## config.mk

```make
export PLATFORM = sky130hd
export DESIGN_NAME = stopwatch_bcd_flat
export DESIGN_NICKNAME = d
export VERILOG_FILES = /design/src/rtl/stopwatch_bcd_if.sv /design/src/rtl/stopwatch_bcd.sv /design/src/flat_wrapper.sv
export SDC_FILE = /design/constraint.sdc
export NUM_CORES = 1
export LEC_CHECK = 0
export CORE_UTILIZATION = 40
export CTS_BUF_LIST = sky130_fd_sc_hd__clkbuf_8
export CTS_CLUSTER_SIZE = 8
export DETAILED_ROUTE_END_ITERATION = 16
export PLACE_DENSITY = 0.57
export SLEW_MARGIN = 20
export SYNTH_ARGS = -nofsm -noshare
export SYNTH_HDL_FRONTEND = slang
export SYNTH_SLANG_ARGS = --single-unit
```

## constraint.sdc

```tcl
create_clock -name clk -period 3.1 [get_ports clk]
set_input_delay 0.465 -clock clk [delete_from_list [all_inputs] [get_ports clk]]
set_output_delay 0.465 -clock clk [all_outputs]
set_load 0.02 [all_outputs]
```

## src/rtl/stopwatch_bcd_if.sv

```systemverilog
// Button-pulse commands in, packed-BCD display value and status flags out.
// master drives the pulses (button controllers); slave is the stopwatch.
interface stopwatch_bcd_if;
    logic        btn_start_stop;
    logic        btn_lap;
    logic        btn_clear;
    logic [15:0] fnd_value;
    logic        running;
    logic        lap_active;
    logic        wrap;

    modport master (
        output btn_start_stop, btn_lap, btn_clear,
        input  fnd_value, running, lap_active, wrap
    );

    modport slave (
        input  btn_start_stop, btn_lap, btn_clear,
        output fnd_value, running, lap_active, wrap
    );
endinterface

```

## src/rtl/stopwatch_bcd.sv

```systemverilog
// Centisecond stopwatch SS.cc (00.00-59.99) with run/pause/idle control and lap freeze.
// 1-cycle latency from pulse to outputs; no backpressure, pulses are acted on the cycle they arrive.
module stopwatch_bcd #(
    parameter int TICK_DIV = 1_000_000
) (
    input  logic         clk,
    input  logic         reset_n,
    stopwatch_bcd_if.slave bus
);
    localparam int PW = $clog2(TICK_DIV);
    localparam logic [PW-1:0] PMAX = PW'(TICK_DIV - 1);

    typedef enum logic [1:0] {S_IDLE, S_RUN, S_PAUSE} state_t;

    state_t          r_state;
    state_t          w_state_nxt;
    logic [PW-1:0]   r_presc;
    logic [15:0]     r_dig;
    logic [15:0]     r_lap;
    logic            r_lap_active;
    logic            r_wrap;

    logic            w_tick;
    logic            w_clr;
    logic            w_lap_capture;
    logic            w_lap_release;
    logic [15:0]     w_dig_inc;
    logic            w_roll;

    assign w_tick = (r_state == S_RUN) && (r_presc == PMAX);

    // Priority clear > start_stop > lap; clear only bites outside RUN.
    always_comb begin
        w_state_nxt   = r_state;
        w_clr         = 1'b0;
        w_lap_capture = 1'b0;
        w_lap_release = 1'b0;
        case (r_state)
            S_IDLE: begin
                if (bus.btn_clear)
                    w_clr = 1'b1;
                else if (bus.btn_start_stop)
                    w_state_nxt = S_RUN;
            end
            S_RUN: begin
                if (bus.btn_start_stop)
                    w_state_nxt = S_PAUSE;
                else if (bus.btn_lap) begin
                    if (r_lap_active)
                        w_lap_release = 1'b1;
                    else
                        w_lap_capture = 1'b1;
                end
            end
            S_PAUSE: begin
                if (bus.btn_clear) begin
                    w_state_nxt = S_IDLE;
                    w_clr       = 1'b1;
                end else if (bus.btn_start_stop)
                    w_state_nxt = S_RUN;
                else if (bus.btn_lap && r_lap_active)
                    w_lap_release = 1'b1;
            end
            default: w_state_nxt = S_IDLE;
        endcase
    end

    always_comb begin
        w_dig_inc = r_dig;
        w_roll    = 1'b0;
        if (r_dig[3:0] != 4'd9)
            w_dig_inc[3:0] = r_dig[3:0] + 4'd1;
        else begin
            w_dig_inc[3:0] = 4'd0;
            if (r_dig[7:4] != 4'd9)
                w_dig_inc[7:4] = r_dig[7:4] + 4'd1;
            else begin
                w_dig_inc[7:4] = 4'd0;
                if (r_dig[11:8] != 4'd9)
                    w_dig_inc[11:8] = r_dig[11:8] + 4'd1;
                else begin
                    w_dig_inc[11:8] = 4'd0;
                    if (r_dig[15:12] != 4'd5)
                        w_dig_inc[15:12] = r_dig[15:12] + 4'd1;
                    else begin
                        w_dig_inc[15:12] = 4'd0;
                        w_roll           = 1'b1;
                    end
                end
            end
        end
    end

    always_ff @(posedge clk or negedge reset_n) begin
        if (!reset_n) begin
            r_state      <= S_IDLE;
            r_presc      <= '0;
            r_dig        <= '0;
            r_lap        <= '0;
            r_lap_active <= 1'b0;
            r_wrap       <= 1'b0;
        end else begin
            r_state <= w_state_nxt;
            r_wrap  <= w_tick && w_roll;
            if (w_clr) begin
                r_presc      <= '0;
                r_dig        <= '0;
                r_lap_active <= 1'b0;
            end else begin
                // Prescaler holds outside RUN so a paused partial tick resumes where it left off.
                if (r_state == S_RUN)
                    r_presc <= w_tick ? '0 : r_presc + 1'b1;
                if (w_tick)
                    r_dig <= w_dig_inc;
                if (w_lap_capture) begin
                    r_lap        <= r_dig;
                    r_lap_active <= 1'b1;
                end else if (w_lap_release)
                    r_lap_active <= 1'b0;
            end
        end
    end

    assign bus.fnd_value  = r_lap_active ? r_lap : r_dig;
    assign bus.running    = (r_state == S_RUN);
    assign bus.lap_active = r_lap_active;
    assign bus.wrap       = r_wrap;
endmodule

```

## src/flat_wrapper.sv

```systemverilog
// flat-port wrapper written by rule: the top's interface ports become plain ports
module stopwatch_bcd_flat 
#(
    parameter int TICK_DIV = 1_000_000
)
  (clk, reset_n, bus_btn_start_stop, bus_btn_lap, bus_btn_clear, bus_fnd_value, bus_running, bus_lap_active, bus_wrap);
  stopwatch_bcd_if bus_i ();
  input  logic clk;
  input  logic reset_n;
  input wire logic [$bits(bus_i.btn_start_stop)-1:0] bus_btn_start_stop;
  input wire logic [$bits(bus_i.btn_lap)-1:0] bus_btn_lap;
  input wire logic [$bits(bus_i.btn_clear)-1:0] bus_btn_clear;
  output wire logic [$bits(bus_i.fnd_value)-1:0] bus_fnd_value;
  output wire logic [$bits(bus_i.running)-1:0] bus_running;
  output wire logic [$bits(bus_i.lap_active)-1:0] bus_lap_active;
  output wire logic [$bits(bus_i.wrap)-1:0] bus_wrap;
  assign bus_i.btn_start_stop = bus_btn_start_stop;
  assign bus_i.btn_lap = bus_btn_lap;
  assign bus_i.btn_clear = bus_btn_clear;
  assign bus_fnd_value = bus_i.fnd_value;
  assign bus_running = bus_i.running;
  assign bus_lap_active = bus_i.lap_active;
  assign bus_wrap = bus_i.wrap;
  stopwatch_bcd #(.TICK_DIV(TICK_DIV)) u_core (.clk(clk), .reset_n(reset_n), .bus(bus_i));
endmodule
```

== Word level (Yosys, flattened, before mapping) ==
Cells that the tools add are included.

* Muxes and demuxes: 38
* Bitwise gates (word level): 1
* Eq/ne operators: 12
* Add/subtract/negate cells: 5
* Reductions and logical operators: 13

{| class="wikitable"
|+ Operators with widths
! cell !! count
|-
| 20-bit 2-to-1 mux || 3
|-
| 16-bit 2-to-1 mux || 3
|-
| 20-bit by 1-bit adder with 20-bit output (second input constant) || 1
|-
| 20-bit equality test (second input constant) || 1
|-
| 4-bit 2-to-1 mux || 5
|-
| 1-bit 2-to-1 mux || 19
|-
| 4-bit by 1-bit adder with 4-bit output (second input constant) || 4
|-
| 12-bit 2-to-1 mux || 1
|-
| 4-bit != test (second input constant) || 3
|-
| 2-bit 2-to-1 mux || 4
|-
| 8-bit 2-to-1 mux || 1
|-
| 2-bit by 1-bit != test with 1-bit output (second input constant) || 3
|-
| 2-bit one-hot mux with 3 select lines || 1
|-
| 2-bit AND reduction || 3
|-
| 2-bit != test (second input constant) || 2
|-
| 4-bit by 3-bit != test with 1-bit output (second input constant) || 1
|-
| 4-bit AND reduction || 1
|-
| 2-bit nonzero test || 2
|-
| 1-bit logical AND || 3
|-
| 3-bit AND reduction || 1
|-
| 3-bit nonzero test || 1
|-
| 2-bit by 1-bit equality test with 1-bit output (second input constant) || 1
|-
| 2-bit equality test (second input constant) || 1
|-
| 2-bit logical NOT || 1
|-
| other kinds (3) || 3
|}

* Bits in registers: 56
* Input port bits: 5
* Word-level logic and storage cells: 78

== Logic depth before layout (Yosys ltp) ==
Gate-level depths: netlist of run 1.

* Word-level depth: 8
* Mapped depth: 8
* Gate-level depth less buffers: 7

== Least setup slack after synthesis of run 1 ==
OpenSTA, ideal clock, no wires.

* Path type: flip-flop to flip-flop
* From: register u_core.r_state[1]
* To: register u_core.r_dig[15]
* Clock period less this slack: 2.384 ns
* Buffers on the path: 1
* Arrival time: 2.306 ns
* Path slack: 0.716 ns
* Library setup time: 0.078 ns
* Cell stages (with the launch flop): 9
* Required time: 3.022 ns
* Cells stage by stage: dfrtp_1 > inv_1 > ha_1 > and4b_1 > and3_1 > or3b_1 > clkbuf_2 > or4_1 > a21oi_1

* Elaborated cells between the ends (all ways): 12

{| class="wikitable"
|+ RTL lines
! what !! RTL line !! source
|-
| start, declared || stopwatch_bcd.sv:15 || <nowiki>state_t r_state;</nowiki>
|-
| start signal, assigned || stopwatch_bcd.sv:103 || <nowiki>r_state <= w_state_nxt;</nowiki>
|-
| 2-bit by 1-bit equality test with 1-bit output || - ||
|-
| net bus_running || flat_wrapper.sv:14 || <nowiki>output wire logic [$bits(bus_i.running)-1:0] bus_running;</nowiki>
|-
| 1-bit logical AND || stopwatch_bcd.sv:30 || <nowiki>assign w_tick = (r_state == S_RUN) && (r_presc == PMAX);</nowiki>
|-
| 2-bit nonzero test (no source line) || - ||
|-
| 4-bit AND reduction (no source line) || - ||
|-
| end signal, assigned || stopwatch_bcd.sv:114 || <nowiki>r_dig <= w_dig_inc;</nowiki>
|-
| end, declared || stopwatch_bcd.sv:18 || <nowiki>logic [15:0] r_dig;</nowiki>
|}

The timed path passes the listed nets, and every way through them passes these cells.
A chain may end at the register's enable or synchronous reset.

== Worst setup path after layout of run 1 ==
* From: register u_core.r_lap_active (netlist: u_core.bus.lap_active)
* To: output bus_fnd_value[10]

* Word-level cells in the longest chain between the ends: 1

{| class="wikitable"
|+ RTL lines
! what !! RTL line !! source
|-
| start, declared || stopwatch_bcd.sv:20 || <nowiki>logic r_lap_active;</nowiki>
|-
| start signal, assigned || stopwatch_bcd.sv:100 || <nowiki>r_lap_active <= 1'b0;</nowiki>
|-
| start signal, assigned || stopwatch_bcd.sv:108 || <nowiki>r_lap_active <= 1'b0;</nowiki>
|-
| start signal, assigned || stopwatch_bcd.sv:117 || <nowiki>r_lap_active <= 1'b1;</nowiki>
|-
| 16-bit 2-to-1 mux || stopwatch_bcd.sv:124 || <nowiki>assign bus.fnd_value = r_lap_active ? r_lap : r_dig;</nowiki>
|-
| end, declared || flat_wrapper.sv:13 || <nowiki>output wire logic [$bits(bus_i.fnd_value)-1:0] bus_fnd_value;</nowiki>
|}

Every way passes these cells.

==> results of run 1 <==
area by class of cell:
cell class	count	area [µm²]
clock buffer	5	68.8
clock inverter	2	8.76
fill	725	3840
inverter	12	45.0
multi-input combinational	239	1610
sequential	56	1400
tap	99	124
timing repair buffer	29	270
flip-flops by register name, summed over array words and instances (netlist names):
signal,cells
u_core.r_lap,16
u_core.r_state,2
u_core.r_presc,20
u_core.bus.wrap,1
u_core.bus.lap_active,1
u_core.r_dig,16
metal layers:
| layer | vias up | track usage [%] |
|---|---|---|
| met4 | 0 | 4.84 |
| li1 | 1190 | - |
| met1 | 1166 | 22.8 |
| met3 | 7 | 2.88 |
| met2 | 41 | 30.6 |
| met5 | - | 0 |
kinds of logic after synthesis:
kind of cell    after synthesis  synth area share (%)
simple gates                132                  23.6
flops                        56                  45.3
compound gates               55                  10.1
mux                          28                  10.0
buf+inv                      22                  2.75
fa+ha+maj                    13                  5.25
xor+xnor                     11                  3.11
worst paths after layout:
kind,startpoint,cells past startpoint,end
worst max register to register,u_core.r_state[1],6,u_core.r_lap[10]
worst max-delay path,u_core.bus.lap_active,2,bus_fnd_value[10]
worst min register to register,u_core.r_lap[1],2,u_core.r_lap[1]
worst min-delay path,reset_n,1,u_core.r_presc[8]
min in group clk,u_core.r_lap[1],2,u_core.r_lap[1]
max in group asynchronous,reset_n,2,u_core.r_dig[6]
where the power goes:
| part | leakage (nW) | total, mW | switching [mW] | internal (mW) |
|---|---|---|---|---|
| combinational | 0.720 | 0.475 | 0.286 | 0.189 |
| clock | 0.0452 | 0.389 | 0.237 | 0.152 |
| sequential | 0.776 | 0.868 | 0.0866 | 0.781 |
| total | 1.54 | 1.73 | 0.610 | 1.12 |
cell usage after synthesis (2+ instances only):
library cell | count | area share [%]
mux2_2 | 24 | 8.7
nor3_1 | 7 | 1.1
and4b_1 | 2 | 0.65
a21oi_1 | 18 | 2.9
a22o_1 | 2 | 0.57
nor4_1 | 3 | 0.61
xor2_1 | 7 | 2.0
nor2_1 | 22 | 2.7
and4bb_2 | 2 | 0.81
inv_1 | 12 | 1.5
or4_1 | 3 | 0.73
o21a_1 | 2 | 0.48
dfrtp_1 | 56 | 45
nand2_1 | 34 | 4.1
ha_1 | 13 | 5.3
mux2i_1 | 4 | 1.3
and2_1 | 3 | 0.61
clkbuf_1 | 7 | 0.85
nand4_1 | 6 | 1.2
and3_1 | 6 | 1.2
and3b_1 | 4 | 1.1
nand3_1 | 15 | 2.4
o22ai_1 | 2 | 0.40
o21ai_0 | 24 | 3.9
nor2b_1 | 2 | 0.40
or3_1 | 13 | 2.6
xnor2_1 | 4 | 1.1
metrics by stage:
stage	util, %	instances	hold WS [ns]
after global routing	47.9	442	0.153
after detailed placement	46.8	435	0.470
final	47.9	442	0.115
after CTS	47.9	442	0.127
after global placement	46.8	435	0.462
after floorplan	-	317	0.169
worst reg2reg max path: stages, from the launching register on:
cell	delay [ns]
dfrtp_1	0.42
inv_1	0.10
ha_1	0.23
o21ai_0	0.22
nand2_1	0.12
or4b_2	0.94
mux2_2	0.39
==> flow_summary_export.csv, run 1 <==
group,metric,value,unit
status,status,"finished, final reports clean",
floorplan,die_h,90.0,µm
yosys,avgSynthCellArea,9.77,µm²
power_and_ir_drop,p_leak,1.54,nW
global_routing,grt_pass1_wl,11500,µm
clocking,cts.clk_slew.worst_paths,0.10,ns
clocking,clockBufferDepth,2,
place,hpwlAfterDp,4760,µm
yosys,async_reset_ff_share,100,%
clocking,post_cts_buffers,0,
drt,vias,2404,
layout,fin_nets,361,
yosys,synth_edf_count,0,
drt,ant_nets,0,
yosys,seq_area_frac_synth,45.3,%
layout,layout-drive-gt1-share,12.8,%
floorplan,start_util,42.0,%
drt,top_layer,"met4",
global_routing,grt_max_degree,24,
sta,fin_skew,0.00562,ns
place,gp_congestion,0.800,
floorplan,ios,24,
place,portBuffers,23,
sta,hold_viol,0,
worst_setup_path,critPathLaunchType,"flop",
yosys,syn_inst,317,
drt,wl,6720,µm
drt,drc,0,
power_and_ir_drop,irDropWorstVdd,0.199,mV
worst_setup_path,crit_chain,"mux2_2, clkdlybuf4s50_1",
sta,postLayoutSetupSlackWorst,0.446,ns
hold_path,min_path_type,"in -> async",
flow_run,maxCapViolations,0,
floorplan,coreArea,7370,µm²
power_and_ir_drop,p_total,1.73,mW
floorplan,die_area,8100,µm²
layout,final_common_cell,"dfrtp_1",
floorplan,fp-row-count,31,
layout,area_delta_synth_final,13.9,%
global_routing,first_global_vias,2362,
power_and_ir_drop,p_per_area,491,nW/µm²
worst_setup_path,ff2ff_setup_slack,0.58,ns
sta,setup_viol,0,
drt,drtIter0Drc,79,
layout,diodes,0,
clocking,htreeDepth,2,
worst_setup_path,required,2.63,ns
clocking,clock_latency,0.31,ns
yosys,synthDistinctLibCells,47,
clocking,postCtsHoldBufs,0,
sta,max_slew_margin,43.3,%
clocking,root_buffer,"clkbuf_8",
worst_setup_path,slowest_stage,"dfrtp_1",
yosys,syn_area,3100,µm²
sta,setup_tns,0,ns
worst_setup_path,max_stage_delay,0.91,ns
floorplan,die_w,90.0,µm
clocking,cts_num_sinks,56,
place,dpl-instance-area,3450,µm²
yosys,synth-seq-cells,56,
worst_setup_path,path_delay_family,"flip-flops",
worst_setup_path,endpoint_kind,"primary output",
worst_setup_path,crit_arrival,2.19,ns
clocking,cts_resized,0,
yosys,synth_fp_nets,335,
sta,fmax,0.377,GHz
sta,post-route-min-period,2.65,ns
yosys,synth_ff_type,"dfrtp_1",
sta,worst_pin_slew,0.851,ns
clocking,cts_tree,"done",
clocking,cts_buffers,5,
sta,rsz0062_at_grt,"false",
drt,m1WireLength,3240,µm
yosys,yosysWarnings,0,
layout,layout_common_cells,"dfrtp_1, nand2_1, mux2_2, o21ai_0",
drt,dr_wl_met3,178,µm
worst_setup_path,worstPathMaxFanout,23,
drt,dr_wl_met2,3220,µm
sta,period_share,85.6,%
global_routing,overflow,0,
drt,viasPerCell,5.44,
drt,firstDrtPassIters,4,
sta,drv_slew,0,
worst_setup_path,crit_buf_inv,1,
worst_setup_path,critPathKind,"reg -> out",
global_routing,antenna_found_initial,0,
layout,postLayoutCellArea,3530,µm²
global_routing,track_usage,17.7,%
place,post-place-ws,0.466,ns
drt,routedWlPerCell,15.2,µm
No activity file was read; power rests on OpenSTA's default activity.
==> run 2, diff against run 1 <==
--- a/config.mk
+++ b/config.mk
@@ -5,11 +5,11 @@
 export SDC_FILE = /design/constraint.sdc
 export NUM_CORES = 1
 export LEC_CHECK = 0
-export CORE_UTILIZATION = 40
+export CORE_UTILIZATION = 55
 export CTS_BUF_LIST = sky130_fd_sc_hd__clkbuf_8
 export CTS_CLUSTER_SIZE = 8
 export DETAILED_ROUTE_END_ITERATION = 16
-export PLACE_DENSITY = 0.57
+export PLACE_DENSITY = 0.75
 export SLEW_MARGIN = 20
 export SYNTH_ARGS = -nofsm -noshare
 export SYNTH_HDL_FRONTEND = slang
==> flow_summary_export.csv, run 2 (synthesized netlist as in run 1, its figures left out) <==
group,metric,value,unit
worst_setup_path,critPathKind,"reg -> out",
worst_setup_path,crit_chain,"mux2_2, clkdlybuf4s50_1",
place,gp_congestion,0.856,
clocking,htreeDepth,2,
worst_setup_path,crit_arrival,2.16,ns
drt,routedWlPerCell,14.9,µm
sta,post-route-min-period,2.63,ns
sta,fin_skew,0.00500,ns
clocking,post_cts_buffers,0,
drt,wl,6160,µm
floorplan,start_util,58.8,%
clocking,cts.clk_slew.worst_paths,0.10,ns
global_routing,antenna_found_initial,0,
clocking,cts_tree,"done",
hold_path,min_path_type,"in -> async",
clocking,cts_num_sinks,56,
drt,ant_nets,0,
global_routing,first_global_vias,2290,
clocking,postCtsHoldBufs,0,
floorplan,die_area,5930,µm²
sta,hold_viol,0,
floorplan,ios,24,
status,status,"finished, final reports clean",
clocking,cts_resized,0,
layout,final_common_cell,"dfrtp_1",
power_and_ir_drop,irDropWorstVdd,0.414,mV
layout,diodes,0,
layout,fin_nets,360,
worst_setup_path,crit_buf_inv,1,
sta,fmax,0.380,GHz
layout,reg_top3,"u_core.r_presc x20, u_core.r_dig x16, u_core.r_lap x16",
place,portBuffers,23,
worst_setup_path,r2r_cells,6,
layout,largest_reg_flops,20,
layout,layout-drive-gt1-share,13.1,%
worst_setup_path,ff2ff_setup_slack,0.57,ns
sta,drv_slew,0,
drt,firstDrtPassIters,4,
drt,viasPerCell,5.83,
global_routing,grt_max_degree,57,
global_routing,overflow,0,
worst_setup_path,timing.rr.start,"u_core.r_state[0]",
sta,worst_pin_slew,0.829,ns
sta,period_share,84.8,%
layout,layout_common_cells,"dfrtp_1, nand2_1, mux2_2, o21ai_0",
sta,rsz0062_at_grt,"false",
drt,drtIter0Drc,131,
global_routing,track_usage,22.9,%
worst_setup_path,critPathLaunch,"u_core.bus.lap_active",
drt,vias,2409,
floorplan,fp-row-count,26,
clocking,root_buffer,"clkbuf_8",
drt,drc,0,
floorplan,die_w,77.0,µm
place,hpwlAfterDp,4410,µm
worst_setup_path,required,2.63,ns
worst_setup_path,slowest_stage,"dfrtp_1",
worst_setup_path,critPathLaunchType,"flop",
worst_setup_path,path_delay_family,"flip-flops",
clocking,clockBufferDepth,2,
power_and_ir_drop,p_leak,1.54,nW
sta,setup_viol,0,
floorplan,coreArea,5270,µm²
worst_setup_path,max_stage_delay,0.89,ns
global_routing,grt_pass1_wl,10800,µm
layout,area_delta_synth_final,13.0,%
clocking,cts_buffers,5,
power_and_ir_drop,p_per_area,499,nW/µm²
worst_setup_path,endpoint_kind,"primary output",
floorplan,die_h,77.0,µm
worst_setup_path,worstSetupPathDepth,2,
layout,postLayoutCellArea,3500,µm²
sta,max_slew_margin,44.8,%
flow_run,maxCapViolations,0,
sta,setup_tns,0,ns
worst_setup_path,worstPathMaxFanout,23,
clocking,clock_latency,0.31,ns
place,dpl-instance-area,3410,µm²
layout,top_register,"u_core.r_presc",
run 2: changes by cell type in the layout (fill, tap and decap cells not counted), sizes merged:
cell and delta:
buf -1, clkbuf +1, clkinv +1, inv -1
run 2: per-stage QoR:
step	total power [mW]	hold slack, ns	setup slack (ns)	utilization, %	cells
4_1_cts	1.77	0.306	0.456	66.4	413
6_report	1.75	0.284	0.471	66.4	413
2_1_floorplan	1.18	0.169	0.716	-	317
3_3_place_gp	1.33	0.462	0.540	64.6	405
3_5_place_dp	1.35	0.471	0.478	64.6	405
5_1_grt	1.86	0.362	0.362	66.4	413
run 2: path summary, 6_finish.rpt:
kind	end
hold / removal	u_core.r_lap[12]
max in group asynchronous	u_core.r_presc[11]
setup reg to reg	u_core.r_lap[8]
setup / recovery	bus_fnd_value[2]
hold reg to reg	u_core.r_lap[1]
min in group clk	u_core.r_lap[1]
run 2: cell type report:
class	count	area (µm²)
inverters	12	45.0
fillers	447	1770
repair buffers	28	263
multi-input cells	239	1610
well taps	70	87.6
flip-flops and latches	56	1400
clock buffers	6	82.6
clock inverters	2	10.0
run 2: power by group:
| part | leakage, nW | switching (mW) | internal, mW |
|---|---|---|---|
| Sequential | 0.776 | 0.0869 | 0.781 |
| Combinational | 0.715 | 0.275 | 0.187 |
| Clock | 0.0510 | 0.238 | 0.179 |
run 2: routing by layer:
layer | up-vias | GRT usage, % | wire length, µm
met2 | 46 | 36.5 | 2920
met4 | 0 | 5.66 | 62
met1 | 1175 | 32.8 | 2970
met3 | 6 | 3.57 | 210
met5 | - | 0 | 0
li1 | 1182 | - | -
==> run 3, diff against run 2 <==
==> constraint.sdc (replaced) <==
create_clock -name clk -period 2.6 [get_ports clk]
set_input_delay 0.39 -clock clk [delete_from_list [all_inputs] [get_ports clk]]
set_output_delay 0.39 -clock clk [all_outputs]
set_load 0.02 [all_outputs]
==> flow_summary_export.csv, run 3 (synthesized netlist as in run 1, its figures left out) <==
group,metric,value,unit
status,status,"finished, final reports clean",
place,gp_congestion,0.869,
floorplan,coreArea,5270,µm²
drt,vias,2395,
sta,worst_pin_slew,0.582,ns
floorplan,die_h,77.0,µm
clocking,clock_latency,0.31,ns
worst_setup_path,endpoint_kind,"flop",
worst_setup_path,required,2.80,ns
drt,firstDrtPassIters,4,
worst_setup_path,r2r_cells,6,
clocking,cts_tree,"done",
floorplan,start_util,58.8,%
global_routing,overflow,0,
sta,setup_viol,0,
place,dp.cells,407,
clocking,cts.clk_slew.worst_paths,0.09,ns
worst_setup_path,reg2reg_to,"u_core.r_lap[11]",
clocking,clockBufferDepth,2,
clocking,root_buffer,"clkbuf_8",
floorplan,die_area,5930,µm²
clocking,cts_buffers,5,
global_routing,antenna_found_initial,0,
worst_setup_path,ff2ff_setup_slack,0.12,ns
floorplan,ios,24,
layout,fin_nets,362,
worst_setup_path,slowest_stage,"or4b_2",
place,portBuffers,23,
sta,rsz0062_at_grt,"false",
worst_setup_path,path_delay_family,"simple AND/OR/NAND/NOR gates",
sta,fin_skew,0.00972,ns
sta,hold_viol,0,
worst_setup_path,crit_arrival,2.68,ns
clocking,cts_num_sinks,56,
worst_setup_path,crit_chain,"inv_1, ha_1, o21ai_0, nand2_1, or4b_2, mux2_2",
layout,largest_reg_flops,20,
flow_run,maxCapViolations,0,
clocking,postCtsHoldBufs,0,
power_and_ir_drop,p_leak,1.55,nW
global_routing,grt_pass1_wl,11200,µm
layout,diodes,0,
sta,post-route-min-period,2.48,ns
place,hpwlAfterDp,4570,µm
power_and_ir_drop,p_per_area,590,nW/µm²
layout,multiInputGateArea,1610,µm²
worst_setup_path,worstPathMaxFanout,21,
hold_path,min_path_type,"in -> async",
worst_setup_path,max_stage_delay,0.94,ns
layout,area_delta_synth_final,14.0,%
worst_setup_path,critPathLaunchType,"flop",
power_and_ir_drop,irDropWorstVdd,0.780,mV
sta,period_share,95.3,%
drt,ant_nets,0,
global_routing,grt_max_degree,33,
layout,final_common_cell,"dfrtp_1",
drt,drc,0,
power_and_ir_drop,netSwitchingPower,0.714,mW
floorplan,die_w,77.0,µm
power_and_ir_drop,swShare,34.2,%
layout,top_register,"u_core.r_presc",
power_and_ir_drop,p_int,1.37,mW
global_routing,first_global_vias,2355,
drt,drtIter0Drc,108,
layout,layout_common_cells,"dfrtp_1, nand2_1, mux2_2, o21ai_0",
floorplan,fp-row-count,26,
layout,layout-drive-gt1-share,13.7,%
clocking,htreeDepth,2,
drt,viasPerCell,5.79,
worst_setup_path,critPathKind,"reg -> reg",
sta,fmax,0.403,GHz
global_routing,track_usage,23.9,%
layout,fillerInstances,455,
layout,final-instance-count-excl-fill,414,
drt,routedWlPerCell,15.1,µm
layout,reg_top3,"u_core.r_presc x20, u_core.r_dig x16, u_core.r_lap x16",
layout,seq_area,1400,µm²
worst_setup_path,crit_buf_inv,1,
power_and_ir_drop,p_comb_share,30.6,%
sta,setup_tns,0,ns
sta,drv_slew,0,
clocking,post_cts_buffers,0,
worst_setup_path,timing.rr.start,"u_core.r_state[1]",
power_and_ir_drop,pwr-share-clk,21.9,%
drt,wl,6240,µm
power_and_ir_drop,power_frac_seq,47.5,%
sta,max_slew_margin,61.0,%
[run 3: cell type report]
type / instances / area share, %
tap: 70 / 2.48
multi-input combinational: 239 / 45.7
timing repair buffer: 30 / 8.58
clock inverter: 2 / 0.354
clock buffer: 5 / 1.95
sequential: 56 / 39.7
inverter: 12 / 1.28
[run 3: how the worst max path moves through the flow]
| stage | start | to | slack, ns | cells after the start |
|---|---|---|---|---|
| floorplan | u_core.r_state[1] | u_core.r_dig[15] | 0.22 | 8 |
| global placement | bus_btn_clear | u_core.r_lap[11] | 0.10 | 5 |
| detailed placement | bus_btn_clear | u_core.r_lap[11] | 0.06 | 5 |
| CTS | u_core.r_state[1] | u_core.r_lap[11] | 0.12 | 6 |
| global route | u_core.r_state[0] | u_core.r_lap[0] | 0.009 | 6 |
| finish | u_core.r_state[1] | u_core.r_lap[11] | 0.12 | 6 |
[run 3: per-layer routing]
layer | vias up | GRT usage (%) | wire [µm]
met3 | 5 | 3.57 | 203
met1 | 1170 | 32.7 | 2970
met4 | 0 | 6.79 | 74
li1 | 1183 | - | -
met5 | - | 0 | 0
met2 | 37 | 39.4 | 2990
[run 3: through the flow]
stage	power, mW	utilization [%]	area, µm²	hold WS, ns	setup WS, ns
after global routing	2.21	67.0	3530	0.103	0.00866
after CTS	2.10	67.0	3530	0.0729	0.119
after floorplan	1.40	-	3100	0.0944	0.216
final	2.08	67.0	3530	0.0634	0.121
after global placement	1.62	65.4	3450	0.419	0.104
after detailed placement	1.64	65.4	3450	0.417	0.0565
[run 3: repair_timing]
action / 4_1_cts / 5_1_grt
setup endpoints to repair: 0 / 1
gates resized for setup: 0 / 1
hold endpoints to repair: 0 / 0
[run 3: power groups by stage]
stage	Combinational [mW]	Clock [mW]	Sequential (mW)
3_5_place_dp	0.638	0	1.00
4_1_cts	0.639	0.472	0.989
2_1_floorplan	0.402	0	1.00
5_1_grt	0.708	0.503	0.999
6_report	0.638	0.457	0.989
3_3_place_gp	0.622	0	1.00
==> variant 1 (flow settings as in run 2) <==
`TICK_DIV` is set to 1_000_000 in 2 places; all go to 2_000_000.
--- a/src/rtl/stopwatch_bcd.sv
+++ b/src/rtl/stopwatch_bcd.sv
@@ -1,7 +1,7 @@
 // Centisecond stopwatch SS.cc (00.00-59.99) with run/pause/idle control and lap freeze.
 // 1-cycle latency from pulse to outputs; no backpressure, pulses are acted on the cycle they arrive.
 module stopwatch_bcd #(
-    parameter int TICK_DIV = 1_000_000
+    parameter int TICK_DIV = 2_000_000
 ) (
     input  logic         clk,
     input  logic         reset_n,
--- a/src/flat_wrapper.sv
+++ b/src/flat_wrapper.sv
@@ -1,7 +1,7 @@
 // flat-port wrapper written by rule: the top's interface ports become plain ports
 module stopwatch_bcd_flat 
 #(
-    parameter int TICK_DIV = 1_000_000
+    parameter int TICK_DIV = 2_000_000
 )
   (clk, reset_n, bus_btn_start_stop, bus_btn_lap, bus_btn_clear, bus_fnd_value, bus_running, bus_lap_active, bus_wrap);
   stopwatch_bcd_if bus_i ();
Behaviour: same outputs for any inputs over 10 cycles, from zero or initial values and one cycle with reset_n low; that may be too few to reach the edited logic, so the function may still have changed.
==> variant 1 against run 2 <==
Synthesized cell count shrank 0.32%. Die area up 1.5%. Total power increased by 21%. Combinational power increased by 18%. Wire length increased by 1.2%. Area after synthesis increased by 1.5%. Cell area increased by 3.9%. Worst setup slack better by 0.087 ns. Sequential cell count increased by 1. Largest cell class unchanged. Largest power group unchanged. Highest routed layer unchanged.
==> variant 1: results (changes against run 2) <==
[finish]
nFillCells=430  ; -3.8%
drive_gt1_frac=0.159  ; +0.0273
reg_top3=u_core.r_presc (21), u_core.r_dig (16), u_core.r_lap (16)
nNetsFinal=361  ; +0.28%
layoutNonFillerInstCount=419  ; +1.5%

[drt]
first_iter_violations=100  ; -24%
wl_per_cell_um=14.9  ; -0.23%
num_vias=2398  ; -0.46%

[setup_path]
critPathMaxStageDelay_ns=0.55  ; -0.34 ns
crit_fanout=15  ; -35%
critPathArrivalTime_ns=2.08  ; -0.08 ns
r2r-start=u_core.r_state[1]$_DFFE_PN0P_

[power_and_ir_drop]
p_sw_frac=0.325  ; -0.0189
finalPower_w=0.00211  ; +21%
clkPwrFrac=0.328  ; +0.089
leakage_nw=1.66  ; +7.4%
vdd_drop_max_mv=0.323  ; -22%

[place]
hpwl_um=4180  ; -5.1%
place.gp.congestion=0.814  ; -5.0%
numPlacedInstances=404  ; -0.25%

[cts]
cts_setup_buffers=0  ; unchanged
cts.clk_slew.worst_paths_ns=0.06  ; -0.04 ns
cts-buffers-inserted=9  ; +4
htree_levels=3  ; +1
clk_latency_ns=0.34  ; +0.03 ns

[timing]
worst_pin_slew_ns=0.672  ; -0.157 ns
fin_skew_ns=0.0109  ; +0.00594 ns

[grt]
grt_pass1_vias=2324  ; +1.5%
track_usage=0.233  ; +0.00331
grt_pass1_wl_um=10800  ; -0.44%

[status]
status=complete, no violations

[synthesis]
synth_area_leaders=dfrtp_1 (45%), mux2_2 (8.6%), ha_1 (5.2%)
yosysSeqAreaShare=0.454  ; +0.00112
synth.avg_cell_area_um2=9.95  ; +1.9%
syn_nets=334  ; -0.30%
synth_top_cells_by_count=dfrtp_1 (57), nand2_1 (33), nor2_1 (28)

[variant 1: changes by cell type in the layout (fill, tap and decap cells not counted), sizes merged, moves of 2 or more]
cell    delta
and4b      -2
nor3       -4
nor2       +6
clkbuf     +5
o21ai      -6
and4       +4
xor2       +5
nor4       -3
or3        -4
nand4      +4
a21oi      -4
[variant 1: worst paths after layout]
check,slack [ns],endpoint,cells past startpoint
worst min-delay path,0.07,u_core.r_state[0]$_DFFE_PN0P_,1
worst max register to register,0.72,u_core.r_presc[2]$_DFFE_PN0P_,7
max in group asynchronous,2.19,u_core.r_lap[10]$_DFFE_PN0P_,2
worst min register to register,0.48,u_core.r_lap[9]$_DFFE_PN0P_,2
worst max-delay path,0.56,bus_fnd_value[12],3
min in group clk,0.48,u_core.r_lap[9]$_DFFE_PN0P_,2
[variant 1: metrics by stage]
| stage | setup WS [ns] | instance area (µm²) | hold WS (ns) |
|---|---|---|---|
| floorplan | 0.924 | 3140 | 0.169 |
| global placement | 0.850 | 3440 | 0.427 |
| detailed placement | 0.771 | 3440 | 0.436 |
| CTS | 0.556 | 3640 | 0.0761 |
| global route | 0.474 | 3640 | 0.0968 |
| finish | 0.558 | 3640 | 0.0685 |
[variant 1: cell families (layout without fill, tap and decap cells)]
logic type / count (synthesis) / in the layout / synth area share
and+or+nand+nor: 132 / 132 / 0.233
DFF: 57 / 57 / 0.454
AOI/OAI and AO/OA: 45 / 45 / 0.0820
muxes: 29 / 29 / 0.102
buffers and inverters: 24 / 55 / 0.0334
xor gates and xnor gates: 16 / 16 / 0.0446
adders and majority gates: 13 / 13 / 0.0517
[variant 1: area by class of cell]
cell class / instances / area share
inverter: 11 / 0.0114
clock buffer: 11 / 0.0416
multi-input combinational: 235 / 0.444
tap: 72 / 0.0248
timing repair buffer: 29 / 0.0743
clock inverter: 4 / 0.0120
sequential: 57 / 0.392
[variant 1: layer usage]
layer  GRT usage  part of all wire
met2       0.347              0.45
met1       0.322              0.49
met4       0.119             0.020
met5           0                 0
met3      0.0447             0.037
[variant 1: power by group through the flow]
stage / Clock (W) / Sequential, W / Combinational (W)
after detailed placement: 0 / 0.000890 / 0.000541
after CTS: 0.000702 / 0.000877 / 0.000545
after global routing: 0.000738 / 0.000888 / 0.000600
final: 0.000693 / 0.000878 / 0.000543
after global placement: 0 / 0.000886 / 0.000532
after floorplan: 0 / 0.000873 / 0.000370
[variant 1: critical path, delay by kind of cell, from the launching register on]
family | cells | cell delay (ns)
buffers and inverters | 2 | 0.84
multiplexers | 1 | 0.36
flip-flops | 1 | 0.55
==> variant 2 (settings of run 2) <==
Made on the original files. The 3 states of `state_t` get a one-hot encoding in 3 bits.
--- a/src/rtl/stopwatch_bcd.sv
+++ b/src/rtl/stopwatch_bcd.sv
@@ -10,7 +10,7 @@
     localparam int PW = $clog2(TICK_DIV);
     localparam logic [PW-1:0] PMAX = PW'(TICK_DIV - 1);
 
-    typedef enum logic [1:0] {S_IDLE, S_RUN, S_PAUSE} state_t;
+    typedef enum logic [2:0] {S_IDLE = 3'b001, S_RUN = 3'b010, S_PAUSE = 3'b100} state_t;
 
     state_t          r_state;
     state_t          w_state_nxt;
Behaviour: same outputs for any inputs over 10 cycles, from zero or initial values and one cycle with reset_n low; not proved beyond that.
==> variant 2 against run 2 <==
Cell area shrank 0.14%. Area after synthesis shrank 1.8%. Via count shrank 4.2%. Sequential cell count grew 1. Worst setup slack gained 0.10 ns. Non-clock buffer count is the same. Wire length shrank 3.9%. Critical endpoint is now bus_running.
Power is not compared: it rests on default switching activity, and its combinational part moved more than twofold at a synthesized area within 25%.
==> variant 2: results (changes against run 2) <==
[status]
status=complete, no violations

[synthesis]
yosysSeqAreaShare=0.470  ; +0.0170
synth_top_cells_by_count=dfrtp_1 (56), nor2_1 (31), nand2_1 (30)
async_reset_ff_frac=1.00  ; unchanged
synth_cell_types=45  ; -4.3%
synthFlopType=dfrtp_1
synth_warnings=0  ; unchanged
syn_nets=322  ; -3.9%
synth_area_leaders=dfrtp_1 (46%), mux2_2 (8.9%), nor2_1 (3.8%)

[power_and_ir_drop]
internal_power_w=0.00109
leakage_nw=1.51

[finish]
final_area_um2=3490  ; -0.14%
nFillCells=412  ; -7.8%
drive_gt1_frac=0.146  ; +0.0146
nNetsFinal=347  ; -3.6%
antenna-diode-count=0  ; unchanged

[timing]
slew_violations=0  ; unchanged
hold_slack_ns=0.266  ; -0.0175 ns
fin_skew_ns=0.00731  ; +0.00231 ns
worst_pin_slew_ns=0.720  ; -0.109 ns

[cts]
ctsResizeCount=0  ; unchanged
htree_levels=3  ; +1
clk_latency_ns=0.33  ; +0.02 ns
root_buffer=clkbuf_8
cts.clk_slew.worst_paths_ns=0.06  ; -0.04 ns
cts-buffers-inserted=9  ; +4

[grt]
track_usage=0.230  ; +0.000420
grt_pass1_vias=2257  ; -1.4%
grt_start_max_net_pins=58  ; +1.8%
grt_pass1_wl_um=10400  ; -4.6%
antenna_found_initial=0  ; unchanged

[place]
io_buffers=23  ; unchanged
place_area_um2=3330  ; -2.2%
place.gp.congestion=0.794  ; -7.2%
hpwl_um=4070  ; -7.6%

[setup_path]
crit_path_end=bus_running
startpoint=u_core.r_state[1]$_DFFE_PN0P_
crit_fanout=8  ; -65%
critPathArrivalTime_ns=2.06  ; -0.10 ns
rrSetupSlack_ns=0.64  ; +0.07 ns
r2r-end=u_core.r_dig[2]$_DFFE_PN0P_
r2r.worst_path.cells=5  ; -1
r2r-start=u_core.r_presc[13]$_DFFE_PN0P_

[drt]
dr.pass1.iters=4  ; unchanged
first_iter_violations=133  ; +1.5%
viasPerCell=5.68  ; -2.6%
wl_per_cell_um=14.6  ; -2.2%

[worst_hold_path]
min_path_type=in2async

[variant 2: through the flow]
stage | power [W] | instances | setup WS (ns)
2_1_floorplan | 0.000821 | 308 | 0.862
3_3_place_gp | 0.000858 | 392 | 0.730
3_5_place_dp | 0.000860 | 392 | 0.651
4_1_cts | 0.00144 | 406 | 0.557
5_1_grt | 0.00148 | 406 | 0.445
6_report | 0.00142 | 406 | 0.573
[variant 2: critical path, stage by stage, from the launching register on]
cell and delay [ns]:
dfrtp_1 0.47, or3b_1 0.48, inv_2 0.17, clkdlybuf4s50_1 0.62
[variant 2: metal layers]
metal / GRT usage / vias to the layer above / share of wire
li1: - / 1133 / -
met1: 0.314 / 1113 / 0.49
met2: 0.341 / 47 / 0.45
met3: 0.0443 / 14 / 0.036
met4: 0.135 / 0 / 0.028
met5: 0 / - / 0
[variant 2: logic make-up (layout without fill, tap and decap cells)]
family / after synthesis / count (layout) / synth area share
AND/OR/NAND/NOR: 130 / 130 / 0.237
flip-flops: 57 / 57 / 0.470
AO/OA/AOI/OAI: 45 / 45 / 0.0798
multiplexers: 26 / 26 / 0.0955
buffers and inverters: 24 / 52 / 0.0317
XOR/XNOR: 17 / 17 / 0.0490
adder cells (fa/ha/maj): 9 / 9 / 0.0370
[variant 2: layout make-up]
cell class,instances,share of cell area
clock buffer,11,0.0433
timing repair buffer,28,0.0752
tap,70,0.0251
inverter,10,0.0107
clock inverter,3,0.00322
multi-input combinational,227,0.434
sequential,57,0.409
[variant 2: power by group through the flow]
stage               Combinational [W]  Sequential, W  Clock (W)
floorplan                   0.0000480       0.000773          0
global placement            0.0000814       0.000776          0
detailed placement          0.0000825       0.000777          0
CTS                         0.0000826       0.000764   0.000591
global route                0.0000919       0.000765   0.000625
finish                      0.0000809       0.000764   0.000578
